$ cat config.mk
export PLATFORM = sky130hd
export DESIGN_NAME = f1_reaction_timer_flat
export DESIGN_NICKNAME = d
export VERILOG_FILES = /design/src/rtl/f1_reaction_timer_if.sv /design/src/rtl/f1_reaction_timer.sv /design/src/flat_wrapper.sv
export SDC_FILE = /design/constraint.sdc
export NUM_CORES = 1
export LEC_CHECK = 0
export ABC_CLOCK_PERIOD_IN_PS = 6900
export CORE_ASPECT_RATIO = 0.5
export CORE_UTILIZATION = 60
export CTS_CLUSTER_SIZE = 24
export DETAILED_ROUTE_END_ITERATION = 6
export GPL_TIMING_DRIVEN = 0
export PLACE_DENSITY = 0.84
export REMOVE_ABC_BUFFERS = 1
export SLEW_MARGIN = 40
export SYNTH_ARGS = -nofsm -noshare
export SYNTH_HDL_FRONTEND = slang
export SYNTH_SLANG_ARGS = --single-unit
$ cat constraint.sdc
create_clock -name clk -period 6.9 [get_ports clk]
set_clock_uncertainty 0.2 [all_clocks]
set_input_delay 2.07 -clock clk [delete_from_list [all_inputs] [get_ports clk]]
set_output_delay 2.07 -clock clk [all_outputs]
set_load 0.01 [all_outputs]
$ cat src/rtl/f1_reaction_timer_if.sv
// Handshake bundle between the start-light sequencer, ms tick source and
// the reaction timer; master drives the stimuli, slave returns the results.
interface f1_reaction_timer_if #(
  parameter int REACT_W = 12
);
  logic               tick;
  logic               cmd_delay;
  logic               button;
  logic               time_out;
  logic               false_start;
  logic               react_valid;
  logic [REACT_W-1:0] react_ms;
  logic               busy;

  modport master (
    output tick, cmd_delay, button,
    input  time_out, false_start, react_valid, react_ms, busy
  );

  modport slave (
    input  tick, cmd_delay, button,
    output time_out, false_start, react_valid, react_ms, busy
  );
endinterface

$ cat src/rtl/f1_reaction_timer.sv
// Random hold after all lights lit, then measures driver reaction in ms.
// Free-running 7-bit LFSR picks the hold length (1..127 ticks).
module f1_reaction_timer #(
  parameter int REACT_W = 12
) (
  input  logic           clk,
  input  logic           rst,
  f1_reaction_timer_if.slave bus
);
  typedef enum logic [1:0] {IDLE, HOLD, REACT} state_t;

  localparam logic [REACT_W-1:0] REACT_MAX = '1;

  state_t             state, state_nxt;
  logic [6:0]         lfsr;
  logic [6:0]         hold_cnt, hold_nxt;
  logic [REACT_W-1:0] react_cnt, react_nxt;
  logic [REACT_W-1:0] ms_q, ms_nxt;
  logic               btn_q, btn_rise;
  logic               to_q, to_nxt;
  logic               fs_q, fs_nxt;
  logic               rv_q, rv_nxt;

  assign btn_rise = bus.button & ~btn_q;

  always_comb begin
    state_nxt = state;
    hold_nxt  = hold_cnt;
    react_nxt = react_cnt;
    ms_nxt    = ms_q;
    to_nxt    = 1'b0;
    fs_nxt    = 1'b0;
    rv_nxt    = 1'b0;
    case (state)
      IDLE: begin
        if (bus.cmd_delay) begin
          hold_nxt  = lfsr;
          state_nxt = HOLD;
        end
      end
      HOLD: begin
        // A press beats the final tick: a jump start is never forgiven.
        if (btn_rise) begin
          fs_nxt    = 1'b1;
          state_nxt = IDLE;
        end else if (bus.tick) begin
          if (hold_cnt == 7'd1) begin
            to_nxt    = 1'b1;
            react_nxt = '0;
            state_nxt = REACT;
          end else begin
            hold_nxt = hold_cnt - 7'd1;
          end
        end
      end
      REACT: begin
        if (btn_rise) begin
          ms_nxt    = react_cnt;
          rv_nxt    = 1'b1;
          state_nxt = IDLE;
        end else if (bus.tick) begin
          if (react_cnt == REACT_MAX) begin
            ms_nxt    = REACT_MAX;
            rv_nxt    = 1'b1;
            state_nxt = IDLE;
          end else begin
            react_nxt = react_cnt + 1'b1;
          end
        end
      end
      default: state_nxt = IDLE;
    endcase
  end

  always_ff @(posedge clk) begin
    if (rst) begin
      state     <= IDLE;
      lfsr      <= 7'h01;
      btn_q     <= 1'b0;
      hold_cnt  <= '0;
      react_cnt <= '0;
      ms_q      <= '0;
      to_q      <= 1'b0;
      fs_q      <= 1'b0;
      rv_q      <= 1'b0;
    end else begin
      state     <= state_nxt;
      lfsr      <= {lfsr[5:0], lfsr[6] ^ lfsr[5]};
      btn_q     <= bus.button;
      hold_cnt  <= hold_nxt;
      react_cnt <= react_nxt;
      ms_q      <= ms_nxt;
      to_q      <= to_nxt;
      fs_q      <= fs_nxt;
      rv_q      <= rv_nxt;
    end
  end

  assign bus.time_out    = to_q;
  assign bus.false_start = fs_q;
  assign bus.react_valid = rv_q;
  assign bus.react_ms    = ms_q;
  assign bus.busy        = (state != IDLE);
endmodule

$ cat src/flat_wrapper.sv
// flat-port wrapper written by rule: the top's interface ports become plain ports
module f1_reaction_timer_flat 
#(
  parameter int REACT_W = 12
)
  (clk, rst, bus_tick, bus_cmd_delay, bus_button, bus_time_out, bus_false_start, bus_react_valid, bus_react_ms, bus_busy);
  f1_reaction_timer_if #(.REACT_W(REACT_W)) bus_i ();
  input  logic clk;
  input  logic rst;
  input wire logic [$bits(bus_i.tick)-1:0] bus_tick;
  input wire logic [$bits(bus_i.cmd_delay)-1:0] bus_cmd_delay;
  input wire logic [$bits(bus_i.button)-1:0] bus_button;
  output wire logic [$bits(bus_i.time_out)-1:0] bus_time_out;
  output wire logic [$bits(bus_i.false_start)-1:0] bus_false_start;
  output wire logic [$bits(bus_i.react_valid)-1:0] bus_react_valid;
  output wire logic [$bits(bus_i.react_ms)-1:0] bus_react_ms;
  output wire logic [$bits(bus_i.busy)-1:0] bus_busy;
  assign bus_i.tick = bus_tick;
  assign bus_i.cmd_delay = bus_cmd_delay;
  assign bus_i.button = bus_button;
  assign bus_time_out = bus_i.time_out;
  assign bus_false_start = bus_i.false_start;
  assign bus_react_valid = bus_i.react_valid;
  assign bus_react_ms = bus_i.react_ms;
  assign bus_busy = bus_i.busy;
  f1_reaction_timer #(.REACT_W(REACT_W)) u_core (.clk(clk), .rst(rst), .bus(bus_i));
endmodule
# --- Word-level counts from Yosys, hierarchy flattened ---
# Cells that the tools add are included.
word_totals:
  ff_bits: 44
  out_inout_bits: 16
  word_cells: 74
op_classes:
  addsub: 2
  eq_ne: 16
  n_mux: 28
  bitwise_logic: 6
  n_reduce_logical: 13
op_table:
  columns: ["operator", "count"]
  rows:
  - ["$mux W12", 9]
  - ["$mux W7", 4]
  - ["$pmux W12 S2", 1]
  - ["$mux W2", 7]
  - ["$ne A2 B2 Y1 const B", 7]
  - ["$pmux W7 S2", 1]
  - ["$add A12 B1 Y12 const B", 1]
  - ["$eq A12 B12 Y1 const B", 1]
  - ["$reduce_and A5 Y1", 2]
  - ["$reduce_bool A2 Y1", 5]
  - ["$eq A7 B1 Y1 const B", 1]
  - ["$reduce_and A7 Y1", 1]
  - ["$sub A7 B1 Y7 const B", 1]
  - ["$ne A3 B1 Y1 const B", 2]
  - ["$ne A3 B2 Y1 const B", 2]
  - ["$pmux W2 S3", 1]
  - ["$mux W1", 5]
  - ["$not A1 Y1", 4]
  - ["$reduce_or A2 Y1", 2]
  - ["$reduce_or A4 Y1", 1]
  - ["$reduce_and A3 Y1", 1]
  - ["$eq A2 B1 Y1 const B", 1]
  - ["$eq A2 B2 Y1 const B", 1]
  - ["$logic_not A2 Y1", 1]
  - ["other kinds (3)", 3]

# --- Depth between registers and ports, before layout ---
# Gate-level depths: netlist (run 1).
depth:
  depth_word: 5
  mapped_depth: 7

# --- Worst setup path after synthesis (run 1) ---
# No wires, ideal clock.
synth_timing:
  path_kind: "input port to flip-flop"
  from: "input port bus_button"
  to: "register u_core.react_cnt[5]"
  setup_ps: 134
  arrival_time_ps: 3301
  slack_ps: 3265
  stages: 6
  path_buffers: 1
  cell_sequence: "nand2b_1 > clkbuf_1 > nand3_1 > or2_2 > o311ai_0 > o31ai_1"
synth_via:
  elab_chain_cells: 3
synth_lines:
  columns: ["element", "line", "text"]
  rows:
  - ["start, declared", "flat_wrapper.sv:12", "input wire logic [$bits(bus_i.button)-1:0] bus_button;"]
  - ["$and A1 B1 Y1 (*)", "f1_reaction_timer.sv:24", "assign btn_rise = bus.button & ~btn_q;"]
  - ["$ne A2 B2 Y1 (no source line)", null, null]
  - ["$reduce_and A7 Y1 (no source line) (*)", null, null]
  - ["end signal, assigned", "f1_reaction_timer.sv:91", "react_cnt <= react_nxt;"]
  - ["end, declared", "f1_reaction_timer.sv:17", "logic [REACT_W-1:0] react_cnt, react_nxt;"]
# Mark *: on every way between the ends. The rest lies on a longest branch, timed or not.
# A chain may end at the register's enable or synchronous reset.

# --- Worst setup path after layout (run 1) ---
# Same ends and word-level chain as after synthesis.

==> qor.yml, run 1 <==
detailed_routing:
  vias_per_cell: 6.072
  drc_errors: 1
  wire_per_inst_um: 14.28
  wl_mm: 4.156
  first_pass_iters: 7
  vias: 1767
  first_iter_violations: 101
  ant_nets: 0
sta:
  worstMarginPinSlew_ns: 0.5657
  rsz0062_at_grt: "false"
  post-route-min-period_ns: 4.027
  report.final.setup_viol: 0
  fin_crit_sh_pct: 58.36
  hold_violations: 0
  relSlewSlack_pct: 62.07
  fmax_mhz: 248.3
  drv_slew: 0
  fin_tns_setup_ns: 0
min_path:
  min_path_type: "reg -> reg"
  whs_endpoint: "u_core.lfsr[1]"
  hold_depth: 2
  hp-start: "u_core.lfsr[0]"
cts:
  cts_sinks: 44
  path_clk_slew_ns: 0.07
  numCtsBuffers: 5
  cts_tree: "yes"
  cts_buffer_depth: 2
  cts_resized: 0
  root_buffer: "clkbuf_8"
  clk_latency_ns: 0.29
  holdBufCountCts: 0
  htreeDepth: 2
  post_cts_buffers: 0
global_routing:
  grt-ovfl-total: 0
  grt_max_degree: 24
  grt_pass1_vias: 1548
  grt_usage_pct: 24.72
  antenna_found_initial: 0
  grt_pass1_wl_mm: 7.031
layout:
  antenna_cells: 0
  area_delta_synth_final_pct: 13.70
  drive_gt1_share_pct: 9.163
  fill_cells: 229
  fin_nets: 261
  final_cell_mix: "dfxtp_1 (44), nor2_1 (28), clkdlybuf4s50_1 (19)"
  final_common_cell: "dfxtp_1"
synth:
  yosys.cell_types.count: 47
  syn_area_per_cell_um2: 8.674
  async_reset_ff_share_pct: 0
  synth-edff-count: 0
  synth_flop_cell: "dfxtp_1"
  ys_warn_count: 0
  syn_area_um2: 2064
  synth_cells: 238
  yosys_register_bits: 44
  synth-seq-area-share_pct: 42.67
worst_setup_path:
  r2r_cells: 6
  worstPathRequired_ns: 6.85
  rr_startpoint: "u_core.react_cnt[0]"
  crit_buf_inv: 1
  rrSetupSlack_ns: 4.22
  crit_family: "simple AND/OR/NAND/NOR gates"
  worst_r2r_endpoint: "u_core.bus.react_ms[0]"
  arrival_ns: 3.98
  worstSetupStartpointType: "input pin"
  path_max_fanout: 11
  crit_path_max_incr_delay_ns: 0.44
  crit_path_end_kind: "register"
  crit_chain: "clkdlybuf4s50_1, nand2b_1, nand3_1, or2_2, o311ai_0, o31ai_1"
  criticalPathCategory: "in -> reg"
  cp_slowest_cell: "clkdlybuf4s50_1"
run_status:
  status: "finished with violations"
  violations: "DRC"
job:
  max-cap-violations: 0
power:
  p_leak_uw: 0.0008336
  power_uw: 456.2
  ir_drop_uv: 131.4
  power_per_cell_area_nw_per_um2: 194.4
floorplan:
  core-area_um2: 3136
  dieArea_um2: 3694
  rows: 14
  die_x_um: 84.96
  io_pins: 21
  die_y_um: 43.48
  initial_core_util_pct: 65.84
placement:
  port_buffers: 20
  hpwl_mm: 2.820
  place.gp.congestion: 0.8268
## kinds of logic (layout without fill, tap and decap cells)
| kind of cell | Yosys count | after routing | share of synthesized area (%) |
|---|---|---|---|
| compound gates | 65 | 65 | 23.39 |
| xor+xnor | 1 | 1 | 0.4243 |
| fa+ha+maj | 3 | 3 | 1.818 |
| buf+inv | 28 | 41 | 5.576 |
| flops | 44 | 44 | 42.67 |
| mux | 2 | 2 | 0.9697 |
| simple gates | 95 | 95 | 25.15 |
## synth_stat cells (4+ instances only)
cell type / count / share of area, %
nor2b_1: 8 / 2.4
nand3_1: 7 / 1.7
a211oi_1: 6 / 2.2
o21ai_0: 14 / 3.4
nor2_1: 28 / 5.1
nand2_1: 13 / 2.4
nand4_1: 4 / 1.2
a211oi_2: 10 / 6.1
a31oi_1: 5 / 1.5
inv_1: 15 / 2.7
dfxtp_1: 44 / 43
clkbuf_1: 10 / 1.8
nand2b_1: 8 / 2.4
a21oi_1: 12 / 2.9
## power by group
part	leakage, µW	switching (µW)	internal, µW
logic	0.000441	26.9	20.1
clock network	0.0000359	78.1	65.3
registers	0.000357	6.34	259
## metrics by stage
stage | cell area [µm²] | std cells | worst slack, ns | util, % | hold slack, ns
finish | 2347 | 291 | 2.873 | 74.86 | 0.2504
global route | 2347 | 291 | 2.774 | 74.86 | 0.2671
CTS | 2347 | 291 | 2.883 | 74.86 | 0.2496
detailed placement | 2278 | 286 | 2.608 | 72.67 | 0.2393
global placement | 2256 | 285 | 1.975 | 71.95 | 0.2403
floorplan | 2006 | 225 | 3.383 | - | 0.2116
## worst reg2reg max path, delay by kind of cell, from the launching register on
kind            cells  cell delay, ns
fa+ha+maj           1            0.31
simple gates        3            0.88
compound gates      2            0.78
flops               1            0.43
## sequential cells by signal, summed over array words and instances, names as in the netlist
register / flops
u_core.btn_q: 1
u_core.bus.false_start: 1
u_core.bus.react_ms: 12
u_core.bus.react_valid: 1
u_core.bus.time_out: 1
u_core.hold_cnt: 7
u_core.lfsr: 7
u_core.react_cnt: 12
u_core.state: 2
## metal layers
layer | track usage, % | vias up | part of all wire (%)
met4 | 6.102 | 0 | 0.82
met5 | 0 | - | 0
met1 | 32.02 | 838 | 47
li1 | - | 884 | -
met2 | 42.42 | 38 | 48
met3 | 6.286 | 7 | 3.8
## worst max-delay path by stage
stage	from	end	depth (start not counted)
4_1_cts	bus_button	u_core.hold_cnt[1]	6
2_1_floorplan	bus_button	u_core.react_cnt[5]	5
5_1_grt	bus_button	u_core.hold_cnt[1]	6
3_5_place_dp	bus_button	u_core.hold_cnt[1]	6
6_report	bus_button	u_core.react_cnt[5]	6
3_3_place_gp	rst	u_core.react_cnt[4]	6
## area by class of cell
class / instances / area [µm²] / area share, %
clock buffers: 5 / 68.82 / 2.932
inverters: 15 / 56.30 / 2.399
multi-input cells: 166 / 1069 / 45.52
well taps: 40 / 50.05 / 2.132
flip-flops and latches: 44 / 880.8 / 37.53
repair buffers: 21 / 222.7 / 9.488
No activity file was read; power rests on OpenSTA's default activity.
==> run 2, diff against run 1 <==
- ABC_CLOCK_PERIOD_IN_PS: 6900 -> 3400
- CORE_UTILIZATION: 60 -> 50
- PLACE_DENSITY: 0.84 -> 0.74
- clock period: 6.9 -> 3.4 ns (I/O delays scaled with it)
==> run 2 against run 1 <==
  * The flow now finishes without violations
  * Critical path depth unchanged
  * Clock power increased by 120%
  * Critical path type unchanged
  * Global-route usage decreased by 3.9 points
  * Setup slack got worse by 2.4 ns
  * Sequential power increased by 100%
  * Register-to-register slack got worse by 3.5 ns
  * Die area increased by 19%
  * Highest routed layer unchanged
  * Largest cell class unchanged
==> qor.yml, run 2 (synthesized netlist as in run 1, its figures left out) <==
run_status:
  status: "finished clean"
layout:
  antenna_cells: 0  # unchanged
  final_cell_mix: "dfxtp_1 (44), nor2_1 (28), clkdlybuf4s50_1 (19)"
  area_delta_synth_final_pct: 15.15
  drive_gt1_share_pct: 9.881  # +0.72 points
  fin_nets: 261  # unchanged
  final_common_cell: "dfxtp_1"
  fin_cells: 307  # +5.5%
cts:
  htreeDepth: 2  # unchanged
  cts_resized: 0  # unchanged
  path_clk_slew_ns: 0.08  # about the same
  post_cts_buffers: 0  # unchanged
  cts_sinks: 44  # unchanged
  cts_buffer_depth: 2  # unchanged
  holdBufCountCts: 0  # unchanged
  cts_tree: "yes"
  numCtsBuffers: 5  # unchanged
  root_buffer: "clkbuf_8"
  clk_latency_ns: 0.30  # about the same
global_routing:
  grt_pass1_vias: 1508  # -2.6%
  grt_pass1_wl_mm: 6.893  # -2.0%
  grt-ovfl-total: 0  # unchanged
  grt_max_degree: 23  # -4.2%
  antenna_found_initial: 0  # unchanged
  grt_usage_pct: 20.80  # -3.9 points
worst_setup_path:
  startpoint: "bus_button"
  crit_path_end_kind: "register"
  crit_family: "simple AND/OR/NAND/NOR gates"
  cp_slowest_cell: "o32a_1"
  crit_chain: "clkdlybuf4s50_1, nand2b_1, nand2_1, o32a_1, or2_0, a21oi_1"
  rr_startpoint: "u_core.react_cnt[0]"
  criticalPathCategory: "in -> reg"
  worstPathRequired_ns: 3.42  # -3.43 ns
  crit_path_max_incr_delay_ns: 0.53  # +0.09 ns
  path_max_fanout: 14  # +3
  worstSetupStartpointType: "input pin"
  crit_buf_inv: 1  # unchanged
  arrival_ns: 2.92  # -1.06 ns
min_path:
  min_path_type: "reg -> reg"
  hp-start: "u_core.bus.react_ms[0]"
placement:
  port_buffers: 20  # unchanged
  place_inst: 300  # +4.9%
  hpwl_mm: 2.817  # about the same
  place.gp.congestion: 0.8070  # -2.4%
power:
  power_per_cell_area_nw_per_um2: 399.5  # +110%
  power_uw: 949.8  # +110%
  p_leak_uw: 0.0008377  # +0.49%
  ir_drop_uv: 177.3  # +35%
detailed_routing:
  first_iter_violations: 101  # unchanged
  vias: 1711  # -3.2%
  wl_mm: 4.062  # -2.3%
  first_pass_iters: 4  # -3
  wire_per_inst_um: 13.23  # -7.4%
  drc_errors: 0  # -1
  vias_per_cell: 5.573  # -8.2%
  ant_nets: 0  # unchanged
sta:
  post-route-min-period_ns: 2.896
  rsz0062_at_grt: "false"
  worstMarginPinSlew_ns: 0.5675  # +0.001820 ns
  fin_crit_sh_pct: 85.17
  hold_violations: 0  # unchanged
  report.final.setup_viol: 0  # unchanged
  fmax_mhz: 345.3
  drv_slew: 0  # unchanged
  relSlewSlack_pct: 61.88  # -0.19 points
job:
  max-cap-violations: 0  # unchanged
floorplan:
  core-area_um2: 3924  # +25%
  io_pins: 21  # unchanged
  initial_core_util_pct: 52.61  # -13 points
  dieArea_um2: 4406  # +19%
  die_y_um: 47.44  # +9.1%
  die_x_um: 92.88  # +9.3%
  rows: 16  # +2
[run 2: cell count changes in the layout (fill, tap and decap cells not counted), sizes merged]
cell	delta
clkinv	+1
clkinvlp	+1
[run 2: layer usage]
| layer | vias up | GRT usage [%] | part of all wire [%] | routed length [µm] |
|---|---|---|---|---|
| li1 | 879 | - | - | - |
| met4 | 0 | 6.462 | 0.42 | 17 |
| met1 | 800 | 27.02 | 49 | 2001 |
| met2 | 30 | 35.15 | 46 | 1874 |
| met5 | - | 0 | 0 | 0 |
| met3 | 2 | 5.714 | 4.1 | 168 |
[run 2: final cells by class]
type / count / area (µm²)
fill: 389 / 1546
multi-input combinational: 166 / 1069
clock buffer: 5 / 68.82
tap: 54 / 67.56
clock inverter: 2 / 12.51
inverter: 15 / 56.30
timing repair buffer: 21 / 222.7
sequential: 44 / 880.8
[run 2: where the power goes]
group | leakage (µW) | switching, µW | internal [µW]
registers | 0.000357 | 12.7 | 526
clock network | 0.0000400 | 178 | 139
logic | 0.000441 | 52.5 | 40.4
total | 0.000838 | 244 | 706
[run 2: path summary, 6_finish.rpt]
path,slack [ns],end,cells after the start
worst max-delay path,0.50,u_core.hold_cnt[5],6
worst min-delay path,0.26,u_core.bus.react_ms[0],2
worst max register to register,0.75,u_core.bus.react_ms[10],6
worst min register to register,0.26,u_core.bus.react_ms[0],2
[run 2: per-stage QoR]
step,hold slack [ns],utilization (%),worst slack [ns],TNS [ns],instance area [µm²]
after global placement,0.2401,57.94,-0.5190,-2.706,2273
after CTS,0.2621,60.59,0.5169,0,2377
final,0.2596,60.59,0.5041,0,2377
after global routing,0.2847,60.59,0.3826,0,2377
after detailed placement,0.2465,58.51,0.2128,0,2296
after floorplan,0.2116,-,0.9334,0,2006
[run 2: worst reg2reg max path: cells and delay by family (launching register included)]
kind / cells / cell delay (ns)
adders and majority gates: 1 / 0.30
and+or+nand+nor: 3 / 0.89
AOI/OAI and AO/OA: 2 / 0.75
DFF: 1 / 0.44
==> run 3, diff against run 2 <==
- CORE_MARGIN: default -> 4
==> run 3 against run 2 <==
  * Flip-flop and latch count did not move
  * Non-clock buffer count did not move
  * Core utilization rose by 0.073 points
  * Hold slack got worse by 0.0051 ns
  * Via count fell by 0.47%
  * Die area rose by 20%
  * Final cell count did not move
  * Clock power rose by 8.8%
  * Fmax rose by 0.69%
  * Design area rose by 0.63%
  * Count of clock-buffer cells in the layout rose by 2
  * Critical path depth did not move
  * Critical path type unchanged
  * Critical endpoint is now u_core.react_cnt[5]
  * Largest cell class unchanged
  * Highest routed layer unchanged
==> qor.yml, run 3 (synthesized netlist as in run 1, its figures left out) <==
placement:
  port_buffers: 20  # unchanged
  place_area_um2: 2296  # unchanged
  place.gp.congestion: 0.8285  # +2.7%
  pre_cts_slack_ns: 0.1809  # -0.03185 ns
  hpwl_mm: 2.767  # -1.8%
floorplan:
  dieArea_um2: 5283  # +20%
  initial_core_util_pct: 52.35  # -0.27 points
  io_pins: 21  # unchanged
  die_x_um: 98.88  # +6.5%
  rows: 16  # unchanged
  core-area_um2: 3944  # +0.51%
  die_y_um: 53.44  # +13%
detailed_routing:
  vias_per_cell: 5.547  # -0.47%
  drc_errors: 0  # unchanged
  ant_nets: 0  # unchanged
  vias: 1703  # -0.47%
  first_iter_violations: 72  # -29%
  first_pass_iters: 4  # unchanged
  wl_mm: 4.082  # +0.49%
  wire_per_inst_um: 13.30  # +0.49%
layout:
  seqCellArea_um2: 880.8  # unchanged
  final_common_cell: "dfxtp_1"
  final_cell_mix: "dfxtp_1 (44), nor2_1 (28), clkdlybuf4s50_1 (19)"
  antenna_cells: 0  # unchanged
  finish.instance_area_um2: 2392  # +0.63%
  fin_nets: 261  # unchanged
  multi_input_area_um2: 1069  # unchanged
  fill_cells: 360  # -7.5%
  area_delta_synth_final_pct: 15.88
  drive_gt1_share_pct: 9.881  # unchanged
  post-route-util_pct: 60.66  # +0.073 points
min_path:
  min_path_type: "reg -> reg"
  hp-start: "u_core.bus.react_ms[0]"
global_routing:
  grt_usage_pct: 16.84  # -4.0 points
  antenna_found_initial: 0  # unchanged
  grt_pass1_vias: 1594  # +5.7%
  grt-ovfl-total: 0  # unchanged
  grt_pass1_wl_mm: 6.975  # +1.2%
  grt_max_degree: 27  # +17%
sta:
  drv_slew: 0  # unchanged
  post-route-min-period_ns: 2.876  # -0.01972 ns
  fin_crit_sh_pct: 84.60  # -0.58 points
  worstMarginPinSlew_ns: 0.5787  # +0.01119 ns
  hold_slack_ns: 0.2546  # -0.005059 ns
  fmax_mhz: 347.7  # +0.69%
  layout_setup_ws_ns: 0.5238  # +0.01972 ns
  rsz0062_at_grt: "false"
  report.final.setup_viol: 0  # unchanged
  relSlewSlack_pct: 61.20  # -0.68 points
  hold_violations: 0  # unchanged
cts:
  holdBufCountCts: 0  # unchanged
  clk_latency_ns: 0.30  # about the same
  numCtsBuffers: 5  # unchanged
  htreeDepth: 2  # unchanged
  post_cts_buffers: 0  # unchanged
  root_buffer: "clkbuf_8"
  cts_tree: "yes"
  path_clk_slew_ns: 0.08  # about the same
  cts_buffer_depth: 2  # unchanged
  cts_sinks: 44  # unchanged
  cts_resized: 0  # unchanged
power:
  p_leak_uw: 0.0008480  # +1.2%
  ir_drop_uv: 215.1  # +21%
  power_per_cell_area_nw_per_um2: 408.8  # +2.3%
worst_setup_path:
  crit_chain: "clkdlybuf4s50_1, nand2b_1, nand3_1, or2_2, o311ai_0, o31ai_1"
  crit_path_max_incr_delay_ns: 0.44  # -0.09 ns
  criticalPathCategory: "in -> reg"
  worstSetupStartpointType: "input pin"
  rrSetupSlack_ns: 0.80  # +0.05 ns
  arrival_ns: 2.85  # -0.07 ns
  cp_slowest_cell: "clkdlybuf4s50_1"
  rr_startpoint: "u_core.react_cnt[0]"
  path_max_fanout: 11  # -3
  crit_path_end_kind: "register"
  worstPathRequired_ns: 3.38  # -0.04 ns
  startpoint: "bus_button"
job:
  max-cap-violations: 0  # unchanged
run_status:
  status: "finished clean"
-- run 3: cell types whose count changed in the layout (fill, tap and decap cells not counted) --
cell	previous run	this run
clkbuf_8	5	7
clkinv_2	1	0
clkinvlp_4	1	0
-- run 3: final cells by class --
class                   instances  share of cell area (%)
repair buffers                 21                   9.310
clock buffers                   7                   4.027
inverters                      15                   2.354
flip-flops and latches         44                   36.82
multi-input cells             166                   44.67
well taps                      54                   2.824
-- run 3: report_power, final --
| group | switching, µW | leakage, µW | internal, µW |
|---|---|---|---|
| clock | 165 | 0.0000503 | 181 |
| sequential | 12.5 | 0.000357 | 527 |
| combinational | 52.6 | 0.000441 | 40.5 |
| total | 230 | 0.000848 | 748 |
-- run 3: path summary, 6_finish.rpt --
check,endpoint,depth (start not counted)
setup reg to reg,u_core.bus.react_ms[10],6
setup / recovery,u_core.react_cnt[5],6
hold reg to reg,u_core.bus.react_ms[0],2
hold / removal,u_core.bus.react_ms[0],2
-- run 3: layer usage --
layer | global-route usage, % | routed length, µm | vias to the layer above
met1 | 19.86 | 1948 | 794
li1 | - | - | 877
met5 | 0 | 0 | -
met2 | 28.89 | 1887 | 24
met4 | 7.710 | 66 | 0
met3 | 4.868 | 179 | 8
-- run 3: critical path: cells and delay by family --
family | cells | cell delay (ns)
and+or+nand+nor | 3 | 0.96
AOI/OAI and AO/OA | 2 | 0.43
buffers and inverters | 1 | 0.44
-- run 3: per-stage QoR --
| step | cells | setup TNS, ns | power, µW |
|---|---|---|---|
| 4_1_cts | 307 | 0 | 994.2 |
| 3_5_place_dp | 300 | 0 | 644.4 |
| 6_report | 307 | 0 | 978.0 |
| 5_1_grt | 307 | 0 | 1018 |
| 2_1_floorplan | 225 | 0 | 606.7 |
| 3_3_place_gp | 299 | -2.937 | 638.6 |
